File: config.mk
export PLATFORM = sky130hd
export DESIGN_NAME = axi_i2c_bridge_q
export DESIGN_NICKNAME = d
export VERILOG_FILES = /design/src/rtl/axi_i2c_bridge_q.sv
export SDC_FILE = /design/constraint.sdc
export NUM_CORES = 1
export LEC_CHECK = 0
export BUFFER_PORTS_ARGS = -buffer_cell sky130_fd_sc_hd__buf_2
export CAP_MARGIN = 20
export CELL_PAD_IN_SITES_DETAIL_PLACEMENT = 0
export CELL_PAD_IN_SITES_GLOBAL_PLACEMENT = 2
export CORE_UTILIZATION = 46
export CTS_CLUSTER_DIAMETER = 40
export CTS_CLUSTER_SIZE = 20
export DETAILED_ROUTE_END_ITERATION = 10
export GPL_ROUTABILITY_DRIVEN = 0
export PLACE_DENSITY = 0.93
export SETUP_SLACK_MARGIN = 0.1
export SLEW_MARGIN = 20
export SYNTH_ARGS = -nofsm -noshare
export SYNTH_HDL_FRONTEND = slang
export SYNTH_SLANG_ARGS = --single-unit
File: constraint.sdc
create_clock -name ACLK -period 4.7 [get_ports ACLK]
set_input_delay 0.235 -clock ACLK [delete_from_list [all_inputs] [get_ports ACLK]]
set_output_delay 0.235 -clock ACLK [all_outputs]
set_load 0.01 [all_outputs]
File: src/rtl/axi_i2c_bridge_q.sv
// AXI-lite style front end for a queued I2C engine. AW/W/AR each land in a
// one-entry holding register, requests are arbitrated round-robin into a
// command FIFO, and a parallel tag FIFO steers in-order engine responses
// back to the B or R channel.
module axi_i2c_bridge_q #(
   parameter int ADDR_WIDTH = 32,
   parameter int DATA_WIDTH = 32,
   parameter int CMD_DEPTH  = 4
) (
   input  logic                  ACLK,
   input  logic                  ARESETn,
   input  logic                  AWVALID,
   output logic                  AWREADY,
   input  logic [ADDR_WIDTH-1:0] AWADDR,
   input  logic                  WVALID,
   output logic                  WREADY,
   input  logic [DATA_WIDTH-1:0] WDATA,
   output logic                  BVALID,
   input  logic                  BREADY,
   output logic [1:0]            BRESP,
   input  logic                  ARVALID,
   output logic                  ARREADY,
   input  logic [ADDR_WIDTH-1:0] ARADDR,
   output logic                  RVALID,
   input  logic                  RREADY,
   output logic [DATA_WIDTH-1:0] RDATA,
   output logic [1:0]            RRESP,
   output logic                  CMD_VALID,
   input  logic                  CMD_READY,
   output logic                  CMD_RW,
   output logic [ADDR_WIDTH-1:0] CMD_ADDR,
   output logic [DATA_WIDTH-1:0] CMD_WDATA,
   input  logic                  RSP_VALID,
   output logic                  RSP_READY,
   input  logic [DATA_WIDTH-1:0] RSP_DATA,
   input  logic                  RSP_ERR
);

   localparam int PW = $clog2(CMD_DEPTH);
   localparam logic [PW:0] DEPTH_C = (PW+1)'(CMD_DEPTH);

   // holding registers
   logic                  aw_held, w_held, ar_held;
   logic [ADDR_WIDTH-1:0] aw_addr_q, ar_addr_q;
   logic [DATA_WIDTH-1:0] w_data_q;
   logic                  last_grant;   // 0 = write granted last, 1 = read

   logic aw_fire, w_fire, ar_fire;
   logic wr_req, rd_req;
   logic grant_wr, grant_rd, push;

   // command FIFO
   logic                  cmd_rw_mem    [CMD_DEPTH];
   logic [ADDR_WIDTH-1:0] cmd_addr_mem  [CMD_DEPTH];
   logic [DATA_WIDTH-1:0] cmd_wdata_mem [CMD_DEPTH];
   logic [PW-1:0]         cmd_wr_ptr, cmd_rd_ptr;
   logic [PW:0]           cmd_cnt;
   logic                  cmd_pop;

   // tag FIFO (1 = read)
   logic                  tag_mem [CMD_DEPTH];
   logic [PW-1:0]         tag_wr_ptr, tag_rd_ptr;
   logic [PW:0]           tag_cnt;
   logic                  tag_full, head_tag;
   logic                  rsp_fire;

   // response channel registers
   logic                  bvalid_q, rvalid_q;
   logic [1:0]            bresp_q, rresp_q;
   logic [DATA_WIDTH-1:0] rdata_q;

   // Ready outputs are forced low while reset is held.
   assign AWREADY = ARESETn & ~aw_held;
   assign WREADY  = ARESETn & ~w_held;
   assign ARREADY = ARESETn & ~ar_held;

   assign aw_fire = AWVALID & AWREADY;
   assign w_fire  = WVALID  & WREADY;
   assign ar_fire = ARVALID & ARREADY;

   assign wr_req   = aw_held & w_held;
   assign rd_req   = ar_held;
   assign tag_full = (tag_cnt == DEPTH_C);

   // Round-robin arbitration between the write and read requests; the tag
   // FIFO occupancy gates both because it never holds fewer entries than
   // the command FIFO.
   always_comb begin
      grant_wr = 1'b0;
      grant_rd = 1'b0;
      if (!tag_full) begin
         if (wr_req && rd_req) begin
            if (last_grant == 1'b0) grant_rd = 1'b1;
            else                    grant_wr = 1'b1;
         end else if (wr_req) begin
            grant_wr = 1'b1;
         end else if (rd_req) begin
            grant_rd = 1'b1;
         end
      end
   end

   assign push = grant_wr | grant_rd;

   // Capture AW/W/AR beats and release them on the edge that enqueues them.
   always_ff @(posedge ACLK or negedge ARESETn) begin
      if (!ARESETn) begin
         aw_held    <= 1'b0;
         w_held     <= 1'b0;
         ar_held    <= 1'b0;
         aw_addr_q  <= '0;
         w_data_q   <= '0;
         ar_addr_q  <= '0;
         last_grant <= 1'b0;
      end else begin
         if (aw_fire) begin
            aw_held   <= 1'b1;
            aw_addr_q <= AWADDR;
         end else if (grant_wr) begin
            aw_held <= 1'b0;
         end
         if (w_fire) begin
            w_held   <= 1'b1;
            w_data_q <= WDATA;
         end else if (grant_wr) begin
            w_held <= 1'b0;
         end
         if (ar_fire) begin
            ar_held   <= 1'b1;
            ar_addr_q <= ARADDR;
         end else if (grant_rd) begin
            ar_held <= 1'b0;
         end
         if (push) last_grant <= grant_rd;
      end
   end

   // FIFO storage; contents need no reset since occupancy counters guard them.
   always_ff @(posedge ACLK) begin
      if (push) begin
         cmd_rw_mem[cmd_wr_ptr]    <= grant_rd;
         cmd_addr_mem[cmd_wr_ptr]  <= grant_rd ? ar_addr_q : aw_addr_q;
         cmd_wdata_mem[cmd_wr_ptr] <= grant_rd ? '0 : w_data_q;
         tag_mem[tag_wr_ptr]       <= grant_rd;
      end
   end

   assign CMD_VALID = (cmd_cnt != '0);
   assign CMD_RW    = cmd_rw_mem[cmd_rd_ptr];
   assign CMD_ADDR  = cmd_addr_mem[cmd_rd_ptr];
   assign CMD_WDATA = cmd_wdata_mem[cmd_rd_ptr];
   assign cmd_pop   = CMD_VALID & CMD_READY;

   // Command FIFO pointers and occupancy.
   always_ff @(posedge ACLK or negedge ARESETn) begin
      if (!ARESETn) begin
         cmd_wr_ptr <= '0;
         cmd_rd_ptr <= '0;
         cmd_cnt    <= '0;
      end else begin
         if (push)    cmd_wr_ptr <= cmd_wr_ptr + PW'(1);
         if (cmd_pop) cmd_rd_ptr <= cmd_rd_ptr + PW'(1);
         case ({push, cmd_pop})
            2'b10:   cmd_cnt <= cmd_cnt + (PW+1)'(1);
            2'b01:   cmd_cnt <= cmd_cnt - (PW+1)'(1);
            default: cmd_cnt <= cmd_cnt;
         endcase
      end
   end

   assign head_tag  = tag_mem[tag_rd_ptr];
   assign RSP_READY = (tag_cnt != '0) && (head_tag ? !rvalid_q : !bvalid_q);
   assign rsp_fire  = RSP_VALID & RSP_READY;

   // Tag FIFO pointers and occupancy.
   always_ff @(posedge ACLK or negedge ARESETn) begin
      if (!ARESETn) begin
         tag_wr_ptr <= '0;
         tag_rd_ptr <= '0;
         tag_cnt    <= '0;
      end else begin
         if (push)     tag_wr_ptr <= tag_wr_ptr + PW'(1);
         if (rsp_fire) tag_rd_ptr <= tag_rd_ptr + PW'(1);
         case ({push, rsp_fire})
            2'b10:   tag_cnt <= tag_cnt + (PW+1)'(1);
            2'b01:   tag_cnt <= tag_cnt - (PW+1)'(1);
            default: tag_cnt <= tag_cnt;
         endcase
      end
   end

   // Write responses: hold BVALID and BRESP until the master takes them.
   always_ff @(posedge ACLK or negedge ARESETn) begin
      if (!ARESETn) begin
         bvalid_q <= 1'b0;
         bresp_q  <= 2'b00;
      end else if (rsp_fire && !head_tag) begin
         bvalid_q <= 1'b1;
         bresp_q  <= RSP_ERR ? 2'b10 : 2'b00;
      end else if (bvalid_q && BREADY) begin
         bvalid_q <= 1'b0;
      end
   end

   // Read responses: hold RVALID, RDATA and RRESP until the master takes them.
   always_ff @(posedge ACLK or negedge ARESETn) begin
      if (!ARESETn) begin
         rvalid_q <= 1'b0;
         rresp_q  <= 2'b00;
         rdata_q  <= '0;
      end else if (rsp_fire && head_tag) begin
         rvalid_q <= 1'b1;
         rresp_q  <= RSP_ERR ? 2'b10 : 2'b00;
         rdata_q  <= RSP_DATA;
      end else if (rvalid_q && RREADY) begin
         rvalid_q <= 1'b0;
      end
   end

   assign BVALID = bvalid_q;
   assign BRESP  = bresp_q;
   assign RVALID = rvalid_q;
   assign RRESP  = rresp_q;
   assign RDATA  = rdata_q;

endmodule

## Yosys cells after proc, flatten, opt, wreduce, memory -nomap -nowiden

Memories as Yosys holds them, arrays and structs flattened.
Cells that the tools add are included.
W data, S select, Z words.

- Logic and storage cells: 92
- Register bits after elaboration: 152
- Memory bits (writable): 264
- Memories: 4

Memory list:

| memory | words | bits a word | rd ports | clocked after Yosys merged registers in | write ports | RTL line | source |
|---|---|---|---|---|---|---|---|
| cmd_addr_mem | 4 | 32 | 1 | 0 | 1 | 54 | `logic [ADDR_WIDTH-1:0] cmd_addr_mem [CMD_DEPTH];` |
| cmd_wdata_mem | 4 | 32 | 1 | 0 | 1 | 55 | `logic [DATA_WIDTH-1:0] cmd_wdata_mem [CMD_DEPTH];` |
| cmd_rw_mem | 4 | 1 | 1 | 0 | 1 | 53 | `logic cmd_rw_mem [CMD_DEPTH];` |
| tag_mem | 4 | 1 | 1 | 0 | 1 | 61 | `logic tag_mem [CMD_DEPTH];` |

- Muxes and demuxes: 26
- Reduce and logical (&&, ||, !) cells: 18
- Bitwise logic cells: 13
- Add/subtract/negate cells: 8
- Equality and inequality tests: 5

Operators by type and width:

| operator | number |
|---|---|
| $mux W32 | 2 |
| $mux W1 | 21 |
| $reduce_bool A2 Y1 | 7 |
| $pmux W3 S2 | 2 |
| $and A1 B1 Y1 | 9 |
| $add A2 B1 Y2 const B | 4 |
| $add A3 B1 Y3 const B | 2 |
| $logic_and A1 B1 Y1 | 6 |
| $reduce_bool A3 Y1 | 2 |
| $sub A3 B1 Y3 const B | 2 |
| $eq A2 B1 Y1 const B | 2 |
| $eq A2 B2 Y1 const B | 2 |
| $eq A3 B3 Y1 const B | 1 |
| $logic_not A1 Y1 | 3 |
| $not A1 Y1 | 3 |
| $mux W2 | 1 |
| $or A1 B1 Y1 | 1 |

## Logic depth before layout (Yosys ltp)

- Depth after elaboration: 7
- Depth in mapped cells: 11
- Gate-level depth less buffers: 10

## Worst setup path before layout

OpenSTA, ideal clock, no wires.

- Path type: reg2reg
- Start: reg tag_cnt[2]
- End: mem cmd_addr_mem[1][0] (enable)
- Path buffers: 1
- Period minus slack after synthesis: 3.092 ns
- Slack: 1.608 ns
- Setup time: 0.430 ns
- Arrival time: 2.662 ns
- Stages on the path, launching flop included: 5
- Data required time: 4.270 ns
- Cells stage by stage: dfrtp_1 -> nor3b_1 -> nor2_1 -> clkbuf_1 -> and2_1

- Longest elaborated chain between the ends: 5
- Elaborated cells between the ends (all ways): 6
- Classes of those cells: eq/ne (1); mux (4); bitwise (1)

Ends and longest elaborated chain:

| what | RTL line | source |
|---|---|---|
| start, declared | 63 | `logic [PW:0] tag_cnt;` |
| start signal, assigned | 185 | `2'b10: tag_cnt <= tag_cnt + (PW+1)'(1);` |
| start signal, assigned | 186 | `2'b01: tag_cnt <= tag_cnt - (PW+1)'(1);` |
| start signal, assigned | 187 | `default: tag_cnt <= tag_cnt;` |
| $eq A3 B3 Y1 * | 83 | `assign tag_full = (tag_cnt == DEPTH_C);` |
| $mux W1 | 91 | `if (!tag_full) begin` |
| $or A1 B1 Y1 * | 103 | `assign push = grant_wr \| grant_rd;` |
| $mux W1 * | 140 | `if (push) begin` |
| $mux W1 * | 142 | `cmd_addr_mem[cmd_wr_ptr] <= grant_rd ? ar_addr_q : aw_addr_q;` |
| end, declared | 54 |  |

Mark *: on every way between the ends. The rest lies on a longest branch, timed or not.

## Worst setup path in the final report

- Start: reg cmd_rd_ptr[0]
- End: out CMD_ADDR[1]

- Longest elaborated chain between the ends: 1

Ends and longest elaborated chain:

| what | RTL line | source |
|---|---|---|
| start, declared | 56 | `logic [PW-1:0] cmd_wr_ptr, cmd_rd_ptr;` |
| start signal, assigned | 162 | `if (cmd_pop) cmd_rd_ptr <= cmd_rd_ptr + PW'(1);` |
| $mem_v2 Z4 W32 | - |  |
| end, declared | 31 | `output logic [ADDR_WIDTH-1:0] CMD_ADDR,` |

Every way passes these cells.

==> results.py <==
metrics = {
    "run_status": {
        "outcome": "completed",
    },
    "drt": {
        "drt_iter0_markers": 363,
        "routed_via_density": 5.05,
        "wl_per_cell_um": 19.0,
        "drc": 0,
        "num_vias": 8622,
        "drt_pass1_iterations": 4,
        "detail-route-antenna-nets": 0,
        "drt-total-wl_um": 32400,
    },
    "sta": {
        "fmax_mhz": 332,
        "final.setup_skew_ns": 0.0140,
        "drv_slew": 0,
        "setup_ws_ns": 1.68,
        "fin_crit_ns": 3.02,
        "slew_headroom": 0.317,
        "hold_violations": 0,
        "setup_tns_ns": 0,
        "rsz0062_at_grt": "false",
        "worst_pin_slew_ns": 1.02,
        "setup-violations-final": 0,
        "post-route-period-util": 0.641,
    },
    "clock_tree": {
        "cts_made_buffers": 53,
        "cts_tree": "built",
        "clk_path_buf_depth": 3,
        "path_clk_slew_ns": 0.06,
        "clock-sinks": 414,
        "cts_setup_buffers": 0,
        "cts_max_level": 2,
        "root_buffer": "clkbuf_16",
        "clock_latency_ns": 0.57,
    },
    "global_route": {
        "first_global_vias": 9537,
        "overflow": 0,
        "grt_pass1_wl_um": 51700,
        "grt_usage": 0.188,
        "antenna_found_initial": 0,
        "grt_max_degree": 67,
    },
    "placed_design": {
        "place_ws_ns": 1.93,
        "io_buffers": 243,
        "place_hpwl_um": 18900,
    },
    "yosys": {
        "post_synth_and_or_nand_nor_area_fraction": 0.0258,
        "synth_edf_count": 264,
        "synth_xor_area_frac": 0.00598,
        "ys_seq_elements": 414,
        "synth-adder-area-share": 0.0103,
        "synth_cell_types": 40,
        "syn_avg_cell_area_um2": 19.9,
        "synth_cells": 810,
        "syn_area_mm2": 0.0161,
        "synth_compound_gate_area_share": 0.00660,
        "async_flop_share": 0.362,
        "synth_mux_area_frac": 0.208,
        "synth_top_family_by_area": "multiplexers",
        "synthFlopType": "edfxtp_1",
        "ys_seq_area_frac": 0.725,
        "yosys_warnings": 0,
    },
    "finish": {
        "syn_to_final_growth_pct": 30.5,
        "drive_gt1_frac": 0.465,
        "n_antenna_cell": 0,
        "layout.nets": 1359,
    },
    "setup_path": {
        "cp.arrival_ns": 2.78,
        "path_class": "reg2out",
        "r2r_start": "tag_cnt[2]",
        "cp-start-kind": "flip-flop",
        "crit_fanout": 39,
        "r2r_slack_ns": 1.94,
        "endpoint_kind": "primary output",
        "reg2reg_depth": 3,
        "crit_required_ns": 4.47,
        "rr_endpoint": "cmd_wdata_mem[0][9]",
    },
    "die": {
        "die_y_um": 189,
        "initial_core_util": 0.467,
        "num_io_pins": 246,
        "die_w_um": 189,
        "die-area_mm2": 0.0358,
        "row_count": 68,
        "core_mm2": 0.0345,
    },
    "power": {
        "finalPower_w": 0.0157,
        "vdd_drop_max_v": 0.000463,
        "leakagePower_nw": 8.23,
        "power_density_mw_per_mm2": 747,
    },
    "worst_hold_path": {
        "worst_hold_path_type": "in2async",
    },
    "flow_run": {
        "cap_violations": 0,
    },
}
-- cells in the final DEF, fill, tap and decap left out, types with 4 or more instances in the layout --
cell type / count
clkinv_4: 7
dlygate4sd3_1: 134
mux4_2: 65
mux2_2: 161
and2_1: 37
inv_6: 11
edfxtp_1: 264
bufinv_16: 10
and2_4: 4
nand2_1: 9
clkinv_2: 4
buf_2: 242
mux2i_1: 4
dfrtp_1: 148
xor2_1: 5
xnor2_1: 6
nor2_1: 8
ha_1: 10
o21ai_0: 4
buf_4: 4
inv_1: 15
clkinvlp_4: 7
clkbuf_16: 55
-- stage by stage --
step	hold WS, ns	area [um2]	instances	utilization
after floorplan	-0.0606	16100	811	-
after CTS	0.0762	21000	1709	0.610
after global routing	0.120	21000	1709	0.610
after detailed placement	0.155	17700	1475	0.515
final	0.110	21000	1709	0.610
after global placement	0.151	17700	1475	0.515
-- worst max path at each step --
stage	cells after the start	endpoint	from
after detailed placement	3	cmd_addr_mem[3][5]	tag_cnt[2]
after floorplan	4	cmd_addr_mem[1][0]	tag_cnt[2]
after CTS	3	CMD_ADDR[1]	cmd_rd_ptr[0]
final	3	CMD_ADDR[1]	cmd_rd_ptr[0]
after global placement	3	cmd_addr_mem[1][5]	tag_cnt[2]
after global routing	3	CMD_ADDR[0]	cmd_rd_ptr[0]
-- flip-flops by register name, indices dropped and copies added, names as in the netlist --
| register | cells |
|---|---|
| ar_held | 1 |
| BVALID | 1 |
| tag_rd_ptr | 2 |
| tag_mem | 4 |
| RDATA | 32 |
| aw_held | 1 |
| w_held | 1 |
| cmd_rd_ptr | 2 |
| BRESP | 1 |
| RVALID | 1 |
| cmd_addr_mem | 128 |
| cmd_rw_mem | 4 |
| aw_addr_q | 32 |
| w_data_q | 32 |
| cmd_wr_ptr | 2 |
| cmd_wdata_mem | 128 |
| last_grant | 1 |
| tag_wr_ptr | 2 |
| ar_addr_q | 32 |
| tag_cnt | 3 |
| RRESP | 1 |
| cmd_cnt | 3 |
-- synthesized netlist by cell type, types with 6 or more instances --
master,number,area share
buf_2,15,0.0047
ha_1,10,0.0078
mux2_2,161,0.11
dfrtp_1,150,0.23
inv_1,15,0.0035
mux4_2,65,0.091
nand2_1,12,0.0028
nor2_1,8,0.0019
edfxtp_1,264,0.49
xnor2_1,6,0.0033
buf_4,7,0.0033
and2_1,41,0.016
-- final cells by class --
type                            count  area (um2)
Fill cell                        2534       13400
Sequential cell                   414       11700
Multi-Input combinational cell    344        4170
Timing Repair Buffer              381        2590
Clock buffer                       56        1380
Clock inverter                     44         569
Tap cell                          455         569
Inverter                           15        56.3
-- power breakdown --
group	leakage, nW	switching, W	internal (W)	total [W]
clock	0.933	0.00162	0.00273	0.00435
sequential	4.19	0.000766	0.00595	0.00671
combinational	3.11	0.00238	0.00227	0.00465
-- critical path: stages, from the launching register on --
cell and delay [ns]:
dfrtp_4 0.96, buf_4 0.49, mux4_2 0.58, buf_2 0.16
-- logic make-up after synthesis --
logic type      after synthesis
other cells                   1
flops                       414
fa+ha+maj                    12
buf+inv                      53
simple gates                 72
mux                         232
xor+xnor                     11
compound gates               15
-- layer usage --
metal  share of wire  GRT usage
met1            0.43      0.242
met2            0.49      0.312
met3           0.059     0.0463
met4           0.026     0.0667
met5               0          0
-- timing repair --
| action | CTS | global route |
|---|---|---|
| hold buffers | 134 | 0 |
| gates resized for setup | 0 | 0 |
| endpoints found under the hold margin | 164 | 0 |
Power figures use the tool's default switching activity.
